`src/rtl/pipeline_ctrl_pkg.sv`:
```
// Shared types and register constants for the pipeline control blocks.
package pipeline_ctrl_pkg;

    typedef enum logic [1:0] {
        RUN        = 2'd0,
        ECALL_WAIT = 2'd1,
        DRAIN      = 2'd2,
        HALTED     = 2'd3
    } ctrl_state_e;

    localparam logic [4:0]  REG_X0    = 5'd0;
    localparam logic [4:0]  REG_A7    = 5'd17;
    localparam logic [31:0] HALT_CODE = 32'd10;

endpackage

```
`src/rtl/hazard_stall_controller_if.sv`:
```
// Bundle of ID-stage hazard inputs and pipeline-register control outputs.
interface hazard_stall_controller_if #(
    parameter int CNT_W = 32
) ();
    logic [4:0]       IF_ID_rs1;
    logic [4:0]       IF_ID_rs2;
    logic             IF_ID_use_rs1;
    logic             IF_ID_use_rs2;
    logic             IF_ID_is_ecall;
    logic             IF_ID_is_halt;
    logic [4:0]       ID_EX_rd;
    logic             ID_EX_reg_write;
    logic             ID_EX_mem_read;
    logic [4:0]       EX_MEM_rd;
    logic             EX_MEM_reg_write;
    logic             EX_MEM_mem_read;
    logic             ex_mispredict;
    logic             pc_write;
    logic             IF_ID_write;
    logic             ID_EX_bubble;
    logic             IF_ID_flush;
    logic             halted;
    logic [CNT_W-1:0] stall_cycles;

    // No handshake: every field is level-sampled once per clock; controls are
    // combinational responses to the same cycle's hazard inputs.
    modport slave (
        input  IF_ID_rs1, IF_ID_rs2, IF_ID_use_rs1, IF_ID_use_rs2,
        input  IF_ID_is_ecall, IF_ID_is_halt,
        input  ID_EX_rd, ID_EX_reg_write, ID_EX_mem_read,
        input  EX_MEM_rd, EX_MEM_reg_write, EX_MEM_mem_read, ex_mispredict,
        output pc_write, IF_ID_write, ID_EX_bubble, IF_ID_flush,
        output halted, stall_cycles
    );

    modport master (
        output IF_ID_rs1, IF_ID_rs2, IF_ID_use_rs1, IF_ID_use_rs2,
        output IF_ID_is_ecall, IF_ID_is_halt,
        output ID_EX_rd, ID_EX_reg_write, ID_EX_mem_read,
        output EX_MEM_rd, EX_MEM_reg_write, EX_MEM_mem_read, ex_mispredict,
        input  pc_write, IF_ID_write, ID_EX_bubble, IF_ID_flush,
        input  halted, stall_cycles
    );
endinterface

```
`src/rtl/hazard_detect_comb.sv`:
```
// Pure combinational hazard detection: load-use and ecall stall length.
module hazard_detect_comb
    import pipeline_ctrl_pkg::*;
(
    input  logic [4:0] rs1,
    input  logic [4:0] rs2,
    input  logic       use_rs1,
    input  logic       use_rs2,
    input  logic [4:0] id_ex_rd,
    input  logic       id_ex_reg_write,
    input  logic       id_ex_mem_read,
    input  logic [4:0] ex_mem_rd,
    input  logic       ex_mem_reg_write,
    input  logic       ex_mem_mem_read,
    output logic       load_use,
    output logic [1:0] ecall_len
);

    always_comb begin
        load_use  = id_ex_mem_read && (id_ex_rd != REG_X0) &&
                    ((use_rs1 && (rs1 == id_ex_rd)) || (use_rs2 && (rs2 == id_ex_rd)));
        ecall_len = 2'd0;
        // A load into a7 still in EX needs two cycles before MEM/WB can forward it.
        if (id_ex_reg_write && (id_ex_rd == REG_A7) && id_ex_mem_read) begin
            ecall_len = 2'd2;
        end else if (id_ex_reg_write && (id_ex_rd == REG_A7)) begin
            ecall_len = 2'd1;
        end else if (ex_mem_mem_read && ex_mem_reg_write && (ex_mem_rd == REG_A7)) begin
            ecall_len = 2'd1;
        end
    end

endmodule

```
`src/rtl/hazard_stall_controller.sv`:
```
// Stall/bubble/flush/halt sequencer for the 5-stage core, with a stall-cycle counter.
module hazard_stall_controller
    import pipeline_ctrl_pkg::*;
#(
    parameter int NUM_DRAIN = 3,
    parameter int CNT_W     = 32
) (
    input  logic                      clk,
    input  logic                      reset,
    hazard_stall_controller_if.slave  hz,
    output ctrl_state_e               state_dbg
);

    localparam int CNT_BITS = $clog2(NUM_DRAIN + 2);

    ctrl_state_e         state_q, state_d;
    logic [CNT_BITS-1:0] cnt_q, cnt_d;
    logic                halted_q, halted_d;
    logic [CNT_W-1:0]    stall_cycles_q, stall_cycles_d;
    logic                load_use;
    logic [1:0]          ecall_len;
    logic                pc_write, if_id_write, id_ex_bubble, if_id_flush;

    hazard_detect_comb u_detect (
        .rs1              (hz.IF_ID_rs1),
        .rs2              (hz.IF_ID_rs2),
        .use_rs1          (hz.IF_ID_use_rs1),
        .use_rs2          (hz.IF_ID_use_rs2),
        .id_ex_rd         (hz.ID_EX_rd),
        .id_ex_reg_write  (hz.ID_EX_reg_write),
        .id_ex_mem_read   (hz.ID_EX_mem_read),
        .ex_mem_rd        (hz.EX_MEM_rd),
        .ex_mem_reg_write (hz.EX_MEM_reg_write),
        .ex_mem_mem_read  (hz.EX_MEM_mem_read),
        .load_use         (load_use),
        .ecall_len        (ecall_len)
    );

    always_comb begin
        state_d      = state_q;
        cnt_d        = cnt_q;
        pc_write     = 1'b1;
        if_id_write  = 1'b1;
        id_ex_bubble = 1'b0;
        if_id_flush  = 1'b0;
        case (state_q)
            RUN: begin
                if (hz.ex_mispredict) begin
                    if_id_flush  = 1'b1;
                    id_ex_bubble = 1'b1;
                end else if (load_use) begin
                    pc_write     = 1'b0;
                    if_id_write  = 1'b0;
                    id_ex_bubble = 1'b1;
                end else if (hz.IF_ID_is_ecall && (ecall_len != 2'd0)) begin
                    pc_write     = 1'b0;
                    if_id_write  = 1'b0;
                    id_ex_bubble = 1'b1;
                    cnt_d        = CNT_BITS'(ecall_len - 2'd1);
                    if (ecall_len > 2'd1) state_d = ECALL_WAIT;
                end else if (hz.IF_ID_is_ecall && hz.IF_ID_is_halt) begin
                    // The ecall itself moves on to ID/EX; fetch is frozen behind it.
                    pc_write     = 1'b0;
                    if_id_write  = 1'b0;
                    cnt_d        = CNT_BITS'(NUM_DRAIN - 1);
                    state_d      = DRAIN;
                end
            end
            ECALL_WAIT: begin
                if (hz.ex_mispredict) begin
                    if_id_flush  = 1'b1;
                    id_ex_bubble = 1'b1;
                    cnt_d        = '0;
                    state_d      = RUN;
                end else begin
                    pc_write     = 1'b0;
                    if_id_write  = 1'b0;
                    id_ex_bubble = 1'b1;
                    cnt_d        = cnt_q - CNT_BITS'(1);
                    if (cnt_q <= CNT_BITS'(1)) begin
                        cnt_d   = '0;
                        state_d = RUN;
                    end
                end
            end
            DRAIN: begin
                pc_write     = 1'b0;
                if_id_write  = 1'b0;
                id_ex_bubble = 1'b1;
                if (cnt_q == '0) state_d = HALTED;
                else             cnt_d   = cnt_q - CNT_BITS'(1);
            end
            default: begin
                pc_write     = 1'b0;
                if_id_write  = 1'b0;
                id_ex_bubble = 1'b1;
            end
        endcase

        halted_d       = (state_d == HALTED);
        stall_cycles_d = stall_cycles_q;
        if (id_ex_bubble && !if_id_flush && !(&stall_cycles_q)) begin
            stall_cycles_d = stall_cycles_q + CNT_W'(1);
        end
    end

    always_ff @(posedge clk) begin
        if (reset) begin
            state_q        <= RUN;
            cnt_q          <= '0;
            halted_q       <= 1'b0;
            stall_cycles_q <= '0;
        end else begin
            state_q        <= state_d;
            cnt_q          <= cnt_d;
            halted_q       <= halted_d;
            stall_cycles_q <= stall_cycles_d;
        end
    end

    assign hz.pc_write     = pc_write;
    assign hz.IF_ID_write  = if_id_write;
    assign hz.ID_EX_bubble = id_ex_bubble;
    assign hz.IF_ID_flush  = if_id_flush;
    assign hz.halted       = halted_q;
    assign hz.stall_cycles = stall_cycles_q;
    assign state_dbg       = state_q;

endmodule

```
`src/flat_wrapper.sv`:
```
// flat-port wrapper written by rule: the top's interface ports become plain ports
module hazard_stall_controller_flat import pipeline_ctrl_pkg::*;
#(
    parameter int NUM_DRAIN = 3,
    parameter int CNT_W     = 32
)
  (clk, reset, state_dbg, hz_IF_ID_rs1, hz_IF_ID_rs2, hz_IF_ID_use_rs1, hz_IF_ID_use_rs2, hz_IF_ID_is_ecall, hz_IF_ID_is_halt, hz_ID_EX_rd, hz_ID_EX_reg_write, hz_ID_EX_mem_read, hz_EX_MEM_rd, hz_EX_MEM_reg_write, hz_EX_MEM_mem_read, hz_ex_mispredict, hz_pc_write, hz_IF_ID_write, hz_ID_EX_bubble, hz_IF_ID_flush, hz_halted, hz_stall_cycles);
  hazard_stall_controller_if #(.CNT_W(CNT_W)) hz_i ();
  input  logic clk;
  input  logic reset;
  output ctrl_state_e state_dbg;
  input wire logic [$bits(hz_i.IF_ID_rs1)-1:0] hz_IF_ID_rs1;
  input wire logic [$bits(hz_i.IF_ID_rs2)-1:0] hz_IF_ID_rs2;
  input wire logic [$bits(hz_i.IF_ID_use_rs1)-1:0] hz_IF_ID_use_rs1;
  input wire logic [$bits(hz_i.IF_ID_use_rs2)-1:0] hz_IF_ID_use_rs2;
  input wire logic [$bits(hz_i.IF_ID_is_ecall)-1:0] hz_IF_ID_is_ecall;
  input wire logic [$bits(hz_i.IF_ID_is_halt)-1:0] hz_IF_ID_is_halt;
  input wire logic [$bits(hz_i.ID_EX_rd)-1:0] hz_ID_EX_rd;
  input wire logic [$bits(hz_i.ID_EX_reg_write)-1:0] hz_ID_EX_reg_write;
  input wire logic [$bits(hz_i.ID_EX_mem_read)-1:0] hz_ID_EX_mem_read;
  input wire logic [$bits(hz_i.EX_MEM_rd)-1:0] hz_EX_MEM_rd;
  input wire logic [$bits(hz_i.EX_MEM_reg_write)-1:0] hz_EX_MEM_reg_write;
  input wire logic [$bits(hz_i.EX_MEM_mem_read)-1:0] hz_EX_MEM_mem_read;
  input wire logic [$bits(hz_i.ex_mispredict)-1:0] hz_ex_mispredict;
  output wire logic [$bits(hz_i.pc_write)-1:0] hz_pc_write;
  output wire logic [$bits(hz_i.IF_ID_write)-1:0] hz_IF_ID_write;
  output wire logic [$bits(hz_i.ID_EX_bubble)-1:0] hz_ID_EX_bubble;
  output wire logic [$bits(hz_i.IF_ID_flush)-1:0] hz_IF_ID_flush;
  output wire logic [$bits(hz_i.halted)-1:0] hz_halted;
  output wire logic [$bits(hz_i.stall_cycles)-1:0] hz_stall_cycles;
  assign hz_i.IF_ID_rs1 = hz_IF_ID_rs1;
  assign hz_i.IF_ID_rs2 = hz_IF_ID_rs2;
  assign hz_i.IF_ID_use_rs1 = hz_IF_ID_use_rs1;
  assign hz_i.IF_ID_use_rs2 = hz_IF_ID_use_rs2;
  assign hz_i.IF_ID_is_ecall = hz_IF_ID_is_ecall;
  assign hz_i.IF_ID_is_halt = hz_IF_ID_is_halt;
  assign hz_i.ID_EX_rd = hz_ID_EX_rd;
  assign hz_i.ID_EX_reg_write = hz_ID_EX_reg_write;
  assign hz_i.ID_EX_mem_read = hz_ID_EX_mem_read;
  assign hz_i.EX_MEM_rd = hz_EX_MEM_rd;
  assign hz_i.EX_MEM_reg_write = hz_EX_MEM_reg_write;
  assign hz_i.EX_MEM_mem_read = hz_EX_MEM_mem_read;
  assign hz_i.ex_mispredict = hz_ex_mispredict;
  assign hz_pc_write = hz_i.pc_write;
  assign hz_IF_ID_write = hz_i.IF_ID_write;
  assign hz_ID_EX_bubble = hz_i.ID_EX_bubble;
  assign hz_IF_ID_flush = hz_i.IF_ID_flush;
  assign hz_halted = hz_i.halted;
  assign hz_stall_cycles = hz_i.stall_cycles;
  hazard_stall_controller #(.NUM_DRAIN(NUM_DRAIN), .CNT_W(CNT_W)) u_core (.clk(clk), .reset(reset), .hz(hz_i), .state_dbg(state_dbg));
endmodule
```
`config.mk`:
```
export PLATFORM = sky130hd
export DESIGN_NAME = hazard_stall_controller_flat
export DESIGN_NICKNAME = d
export VERILOG_FILES = /design/src/rtl/pipeline_ctrl_pkg.sv /design/src/rtl/hazard_stall_controller_if.sv /design/src/rtl/hazard_detect_comb.sv /design/src/rtl/hazard_stall_controller.sv /design/src/flat_wrapper.sv
export SDC_FILE = /design/constraint.sdc
export NUM_CORES = 1
export LEC_CHECK = 0
export ABC_AREA = 1
export CORE_MARGIN = 2
export CORE_UTILIZATION = 37
export DETAILED_ROUTE_END_ITERATION = 10
export GPL_TIMING_DRIVEN = 0
export PLACE_DENSITY = 0.65
export SLEW_MARGIN = 10
export SYNTH_ARGS = -nofsm -noshare
export SYNTH_HDL_FRONTEND = slang
export SYNTH_HIERARCHICAL = 1
export SYNTH_SLANG_ARGS = --single-unit
```
`constraint.sdc`:
```
create_clock -name clk -period 2.7 [get_ports clk]
set_input_delay 0.54 -clock clk [delete_from_list [all_inputs] [get_ports clk]]
set_output_delay 0.54 -clock clk [all_outputs]
set_load 0.1 [all_outputs]
```
==> metrics, run 1 <==
critical path peak fanout 3; Residual DRC 0; pin count of the biggest net entering global routing 12; Max Cap Viol 0; largest family of logic cells by synthesized area simple AND/OR/NAND/NOR gates; routability cong. a little under 0.9; cell count after synthesis slightly below 500; synth-to-layout area growth 41.84%; pins over their slew limit 0; library cells used by synthesis 28; via-per-instance ratio ~4.8; Max Clock Skew between 0.006 and 0.007 ns; max_slew headroom roughly a third; Place WS -1.337 ns; reg2reg start u_core/state_dbg[1]$_SDFF_PP0_; Die Area 8708 sq um; Fmax 368.5 MHz; power density over the cells between 500 and 600 nW/um^2; DR pass1 iterations 4; total track usage a little under 20%; Post-Route WL 8.495 mm; vias after detailed routing around 3,300; critical path class in -> out; synthesized area just under 3000 sq um; Startpoint Class input pin; multiplexer area fraction after synthesis 0%; status finished, violations left; Port Buffers 68; failing checks negative setup slack; Reg power frac about 29%; Routed Antenna Nets 0; capture point of the worst path hz_pc_write; # H-tree levels 2; post-synthesis adder-cell area fraction about 3.8%; Final Total Pwr between 0.002 and 0.0025 W; first-pass GRT wire length roughly 14 mm; r2r setup slk ~0.64 ns; core area ~7700 sq um; Hold Vio Cnt, Final 0; Root Driver clkbuf_8; Initial Utilization a little under two fifths; VDD IR max roughly 450 uV; Int Pwr between 0.001 and 0.0015 W; hold buffer count at CTS 0; area leader, netlist dfxtp_1; Finish-stage setup viols 1; Filler Cells Inserted between 700 and 800; asr flop ratio synth 0%; most common cell in the netlist nand2_1; Post-Synth Simple-Gate Area 44.76%; crit path time final 2.713 ns; Sink Count 38; vias in the first global route roughly 3,000; Post-DP HPWL between 6 and 7 mm; period utilization 100.5%; WL/cell approximately 12 um; sw frac between 40% and 50%; syn avg cell area just over 6 sq um; Gate power share 52.2%; Antenna Cells 0; worst setup path start hz_ID_EX_rd[3]; commonest cells in the netlist nand2_1 (163), nor2_1 (85), inv_1 (56); CTS clk-pin slew, worst paths around 0.07 ns; reg2reg path depth 10; NumNets Final about 630; post-synthesis xor/xnor area fraction between 3 and 4%; Psw between 0.001 and 0.0015 W; Synth Area in Compound Gates a little over a tenth; Yosys warnings 6; critical path capture point type output pin; WP data arrival 2.17 ns; Die Span Y about 93 um; post-layout util between 50% and 60%; Seq/Total Area, Yosys 25.77%; Leak 1.695 nW; DR iter-0 viols between 100 and 150; Synth area leaders dfxtp_1 (26%), nand2_1 (21%), nor2_1 (11%); Synth Flop Type dfxtp_1; Die W 93.32 um; FP Rows 32; smallest hold slack roughly 0.53 ns; Hold/Removal Path Class reg -> reg; initial antenna violation count 0; FF-to-FF End u_core/hz.stall_cycles[7]$_SDFFE_PP0P_; clock group share of total power 18.7%; RSZ-0062 raised after global routing true; worst skew pair latency just under 0.3 ns; Post-Syn Nets around 530; Final WS setup -0.01345 ns; post-synthesis register bit count 38; number of flops mapped to enable cells by yosys 0; CTS tree built; layout cells sized above 1 20.24%; total gr overflow 0; top cell type's share of synthesized area about a quarter; data required time of the worst path around 2.2 ns; io pins 70; CTS max path bufs 2; worst slew pin tran slightly above 1 ns; Num CTS Buffers 5
## routing by layer
metal / part of all wire [%] / GRT usage (%)
met2: 48 / 33.03
met5: 0 / 0
met4: 1.2 / 4.779
met1: 47 / 25.74
met3: 3.7 / 3.707
## how the worst min path moves through the flow
stage | from | to | slack (ns) | cells after the start
2_1_floorplan | u_core/cnt_q[2]$_SDFFE_PP0P_ | u_core/cnt_q[2]$_SDFFE_PP0P_ | 0.50 | 2
3_3_place_gp | u_core/hz.stall_cycles[30]$_SDFFE_PP0P_ | u_core/hz.stall_cycles[30]$_SDFFE_PP0P_ | 0.51 | 2
3_5_place_dp | u_core/hz.stall_cycles[30]$_SDFFE_PP0P_ | u_core/hz.stall_cycles[30]$_SDFFE_PP0P_ | 0.53 | 2
4_1_cts | u_core/hz.stall_cycles[30]$_SDFFE_PP0P_ | u_core/hz.stall_cycles[30]$_SDFFE_PP0P_ | 0.54 | 2
5_1_grt | u_core/hz.stall_cycles[30]$_SDFFE_PP0P_ | u_core/hz.stall_cycles[30]$_SDFFE_PP0P_ | 0.55 | 2
6_report | u_core/hz.stall_cycles[30]$_SDFFE_PP0P_ | u_core/hz.stall_cycles[30]$_SDFFE_PP0P_ | 0.53 | 2
## placed cells by master, fill, tap and decap left out, drive strengths merged
master,netlist,layout
a21oi,33,33
a22oi,1,1
a31oi,1,1
buf,6,37
clkbuf,4,12
clkdlybuf4s15,0,1
clkdlybuf4s50,0,51
clkinv,0,1
dfxtp,38,38
dlygate4sd2,0,5
dlymetal6s2s,0,3
ha,9,9
inv,61,61
nand2,177,177
nand3,23,23
nand3b,1,1
nand4,8,8
nor2,94,94
nor3,5,5
o21ai,14,14
xnor2,4,4
xor2,9,9
## stage by stage
stage	std cells	area, sq um	setup TNS [ns]
6_report	690	4187	-0.01345
5_1_grt	690	4187	-0.09769
4_1_cts	687	4059	-0.02138
3_5_place_dp	658	3779	-12.83
3_3_place_gp	658	3779	-12.22
2_1_floorplan	488	2970	-0.2608
## final cells by class
| cell class | instances | area [sq um] | area share (%) |
|---|---|---|---|
| multi-input cells | 379 | 1988 | 47.49 |
| repair buffers | 92 | 883.3 | 21.10 |
| flip-flops and latches | 38 | 763.2 | 18.23 |
| inverters | 61 | 236.5 | 5.649 |
| well taps | 102 | 127.6 | 3.048 |
| plain buffers | 10 | 96.34 | 2.301 |
| clock buffers | 7 | 86.33 | 2.062 |
| clock inverters | 1 | 5.005 | 0.1195 |
## critical path, stage by stage
cell and delay, ns:
buf_6 0.10, nor2_4 0.11, nand4_1 0.20, buf_4 0.21, a21oi_4 0.15, inv_2 0.06
ha_2 0.19, inv_2 0.06, nand2_2 0.07, nand3_2 0.10, o21ai_4 0.07, buf_6 0.13
buf_12 0.15
## cell families (layout without fill, tap and decap cells)
kind of cell | after synthesis | after routing
xor gates and xnor gates | 13 | 13
and+or+nand+nor | 308 | 308
AOI/OAI and AO/OA | 49 | 49
buffers and inverters | 71 | 171
adders and majority gates | 9 | 9
DFF | 38 | 38
## power groups by stage
stage	combinational, W	clock [W]	sequential [W]
floorplan	0.000627	0	0.000808
global placement	0.00103	0	0.000651
detailed placement	0.00104	0	0.000651
CTS	0.00108	0.000427	0.000638
global route	0.00123	0.000456	0.000644
finish	0.00115	0.000411	0.000639
## registers in the layout, summed over array words and instances, names as in the netlist
register                count
u_core/cnt_q                3
u_core/hz.halted            1
u_core/hz.stall_cycles     32
u_core/state_dbg            2
## timing repair
action	in CTS	in global routing
endpoints found under the setup margin	24	21
pin swaps	9	15
resized for setup	53	45
buffers inserted	21	4
Note: power is estimated with default switching activity, not from simulation.
==> run 2, diff against run 1 <==
--- a/config.mk
+++ b/config.mk
@@ -7,11 +7,11 @@
 export LEC_CHECK = 0
 export ABC_AREA = 1
 export CORE_MARGIN = 2
-export CORE_UTILIZATION = 37
+export CORE_UTILIZATION = 35
 export DETAILED_ROUTE_END_ITERATION = 10
-export GPL_TIMING_DRIVEN = 0
-export PLACE_DENSITY = 0.65
-export SLEW_MARGIN = 10
+export GPL_TIMING_DRIVEN = 1
+export PLACE_DENSITY = 0.63
+export SLEW_MARGIN = 20
 export SYNTH_ARGS = -nofsm -noshare
 export SYNTH_HDL_FRONTEND = slang
 export SYNTH_HIERARCHICAL = 1
==> run 2 against run 1 <==
The run now ends clean; count of clock-buffer cells in the layout did not move; hold slack got worse by 0.00070 ns; via count rose by 0.21%; largest cell class unchanged.
==> metrics, run 2 (same netlist as run 1, synthesis figures left out) <==
max reg flops 32 (unchanged); max_slew headroom 62.19% (was 32.77%); routability cong. 0.9219 (was 0.8660); first-pass GRT wire length 13.91 mm (was 13.86 mm); Root Driver clkbuf_8 (unchanged); worst slew pin tran 0.5612 ns (was 1.005 ns); layout cells sized above 1 25.85% (was 20.24%); critical path cell sequence clkdlybuf4s50_1, nor2_1, nand3_1, a21oi_2, inv_2, ha_4, inv_2, nand2_4, buf_6, nand3_4, buf_12 (was buf_6, nor2_4, nand4_1, buf_4, a21oi_4, inv_2, ha_2, inv_2, nand2_2, nand3_2, o21ai_4, buf_6, buf_12); synth-to-layout area growth 38.83% (was 41.84%); pin count of the biggest net entering global routing 25 (was 12); Die Area 9183 sq um (was 8708 sq um); Num CTS Buffers 5 (unchanged); FP Rows 33 (was 32); critical path capture point type output pin (unchanged); Antenna Cells 0 (unchanged); Startpoint Class input pin (unchanged); vias after detailed routing 3,286 (was 3,279); Residual DRC 0 (unchanged); DR iter-0 viols 122 (was 130); VDD IR max 368.5 uV (was 448.7 uV); delay-heaviest family, CP buffers and inverters (unchanged); critical path's most frequent cell inv_2; initial antenna violation count 0 (unchanged); Port Buffers 69 (was 68); WP data arrival 2.07 ns (was 2.17 ns); CTS clk-pin slew, worst paths 0.07 ns (about the same); CTS max path bufs 2 (unchanged); io pins 70 (unchanged); DR pass1 iterations 4 (unchanged); Hold Vio Cnt, Final 0 (unchanged); power density over the cells 532.0 nW/um^2 (was 525.1 nW/um^2); Post-Route WL 8.169 mm (was 8.495 mm); crit path time final 2.607 ns (was 2.713 ns); Die W 95.83 um (was 93.32 um); Post-DP HPWL 6.353 mm (was 6.194 mm); total gr overflow 0 (unchanged); Initial Utilization 36.10% (was 38.20%); Max Cap Viol 0 (unchanged); # H-tree levels 2 (unchanged); Final Total Pwr 0.002180 W (was 0.002198 W); WP buf/inv 5 (was 6); vias in the first global route 3,159 (was 3,053); Leak 1.776 nW (was 1.695 nW); Hold/Removal Path Class reg -> reg (unchanged); critical path class in -> out (unchanged); status completed (was finished, violations left); pins over their slew limit 0 (unchanged); Die Span Y 95.83 um (was 93.32 um); period utilization 96.56% (was 100.5%); Critical-path top delay cell clkdlybuf4s50_1 (was buf_4); data required time of the worst path 2.16 ns (about the same); Finish-stage setup viols 0 (was 1); Fmax 383.6 MHz (was 368.5 MHz); total track usage 18.73% (was 19.59%); core area 8175 sq um (was 7727 sq um); Routed Antenna Nets 0 (unchanged); slowest stage delay, CP 0.40 ns (was 0.21 ns); critical path peak fanout 2 (was 3); WL/cell 11.79 um (was 12.31 um); NumNets Final 627 (unchanged); commonest cells after routing, fill and taps aside nand2_1 (162), nor2_1 (81), buf_4 (65) (was nand2_1 (162), nor2_1 (79), inv_1 (53)); leading cell type in the layout, fill and taps excluded nand2_1 (unchanged); worst skew pair latency 0.29 ns (about the same); CTS tree built (unchanged); Sink Count 38 (unchanged); Max Clock Skew 0.007773 ns (was 0.006281 ns); smallest hold slack 0.5316 ns (was 0.5323 ns); via-per-instance ratio 4.742 (was 4.752)
[run 2: cell types whose count changed in the layout (fill, tap and decap cells not counted), moves of 4 or more]
cell / previous run / this run
buf_4: 26 / 65
clkbuf_1: 5 / 1
clkdlybuf4s50_1: 51 / 18
buf_6: 5 / 1
[run 2: layout make-up]
type	count	area (sq um)
fillers	844	4078
multi-input cells	379	1982
repair buffers	102	897.1
flip-flops and latches	38	763.2
inverters	61	232.7
well taps	105	131.4
clock buffers	7	86.33
clock inverters	1	5.005
[run 2: power breakdown]
group / switching, W / internal, W / leakage [nW] / total, W
sequential: 0.0000350 / 0.000603 / 0.308 / 0.000638
clock: 0.000208 / 0.000206 / 0.0482 / 0.000415
combinational: 0.000741 / 0.000387 / 1.42 / 0.00113
[run 2: metrics by stage]
stage | cell area (sq um) | setup slack [ns] | cells | util, % | setup TNS [ns]
finish | 4098 | 0.09281 | 693 | 50.12 | 0
global route | 4098 | -0.001649 | 693 | 50.12 | -0.001649
CTS | 4056 | 0.005043 | 693 | 49.62 | 0
detailed placement | 3800 | -0.2481 | 668 | 46.48 | -6.531
global placement | 3800 | -0.2087 | 668 | 46.48 | -4.917
floorplan | 2970 | -0.2608 | 488 | - | -0.2608
[run 2: tightest hold or removal path: stages, from the launching register on]
cell	delay [ns]
dfxtp_1	0.34
nor2_1	0.10
nor2_1	0.05
[run 2: layer usage]
| layer | vias to the layer above | GRT usage, % | share of wire (%) |
|---|---|---|---|
| li1 | 1700 | - | - |
| met1 | 1520 | 25.23 | 47 |
| met2 | 58 | 31.47 | 47 |
| met3 | 8 | 2.271 | 3.9 |
| met4 | 0 | 5.238 | 1.5 |
| met5 | - | 0 | 0 |
[run 2: what timing repair did]
item / 4_1_cts / 5_1_grt
gates resized for setup: 22 / 23
setup endpoints to repair: 3 / 7
pin swaps: 12 / 10
hold buffers: 0 / 0
buffers inserted: 19 / 0
[run 2: final timing paths]
kind	start	to	slack, ns	depth (start not counted)
worst max register to register	u_core/state_dbg[0]$_SDFF_PP0_	u_core/hz.stall_cycles[31]$_SDFFE_PP0P_	0.59	10
worst max-delay path	hz_EX_MEM_rd[3]	hz_ID_EX_bubble	0.09	11
worst min register to register	u_core/hz.stall_cycles[1]$_SDFFE_PP0P_	u_core/hz.stall_cycles[1]$_SDFFE_PP0P_	0.53	2
worst min-delay path	u_core/hz.stall_cycles[1]$_SDFFE_PP0P_	u_core/hz.stall_cycles[1]$_SDFFE_PP0P_	0.53	2
==> run 3, diff against run 2 <==
--- a/config.mk
+++ b/config.mk
@@ -8,6 +8,7 @@
 export ABC_AREA = 1
 export CORE_MARGIN = 2
 export CORE_UTILIZATION = 35
+export CTS_CLUSTER_SIZE = 8
 export DETAILED_ROUTE_END_ITERATION = 10
 export GPL_TIMING_DRIVEN = 1
 export PLACE_DENSITY = 0.63
==> results of run 3 <==
Same layout as run 2: the final DEF is identical, and so are final timing and power.
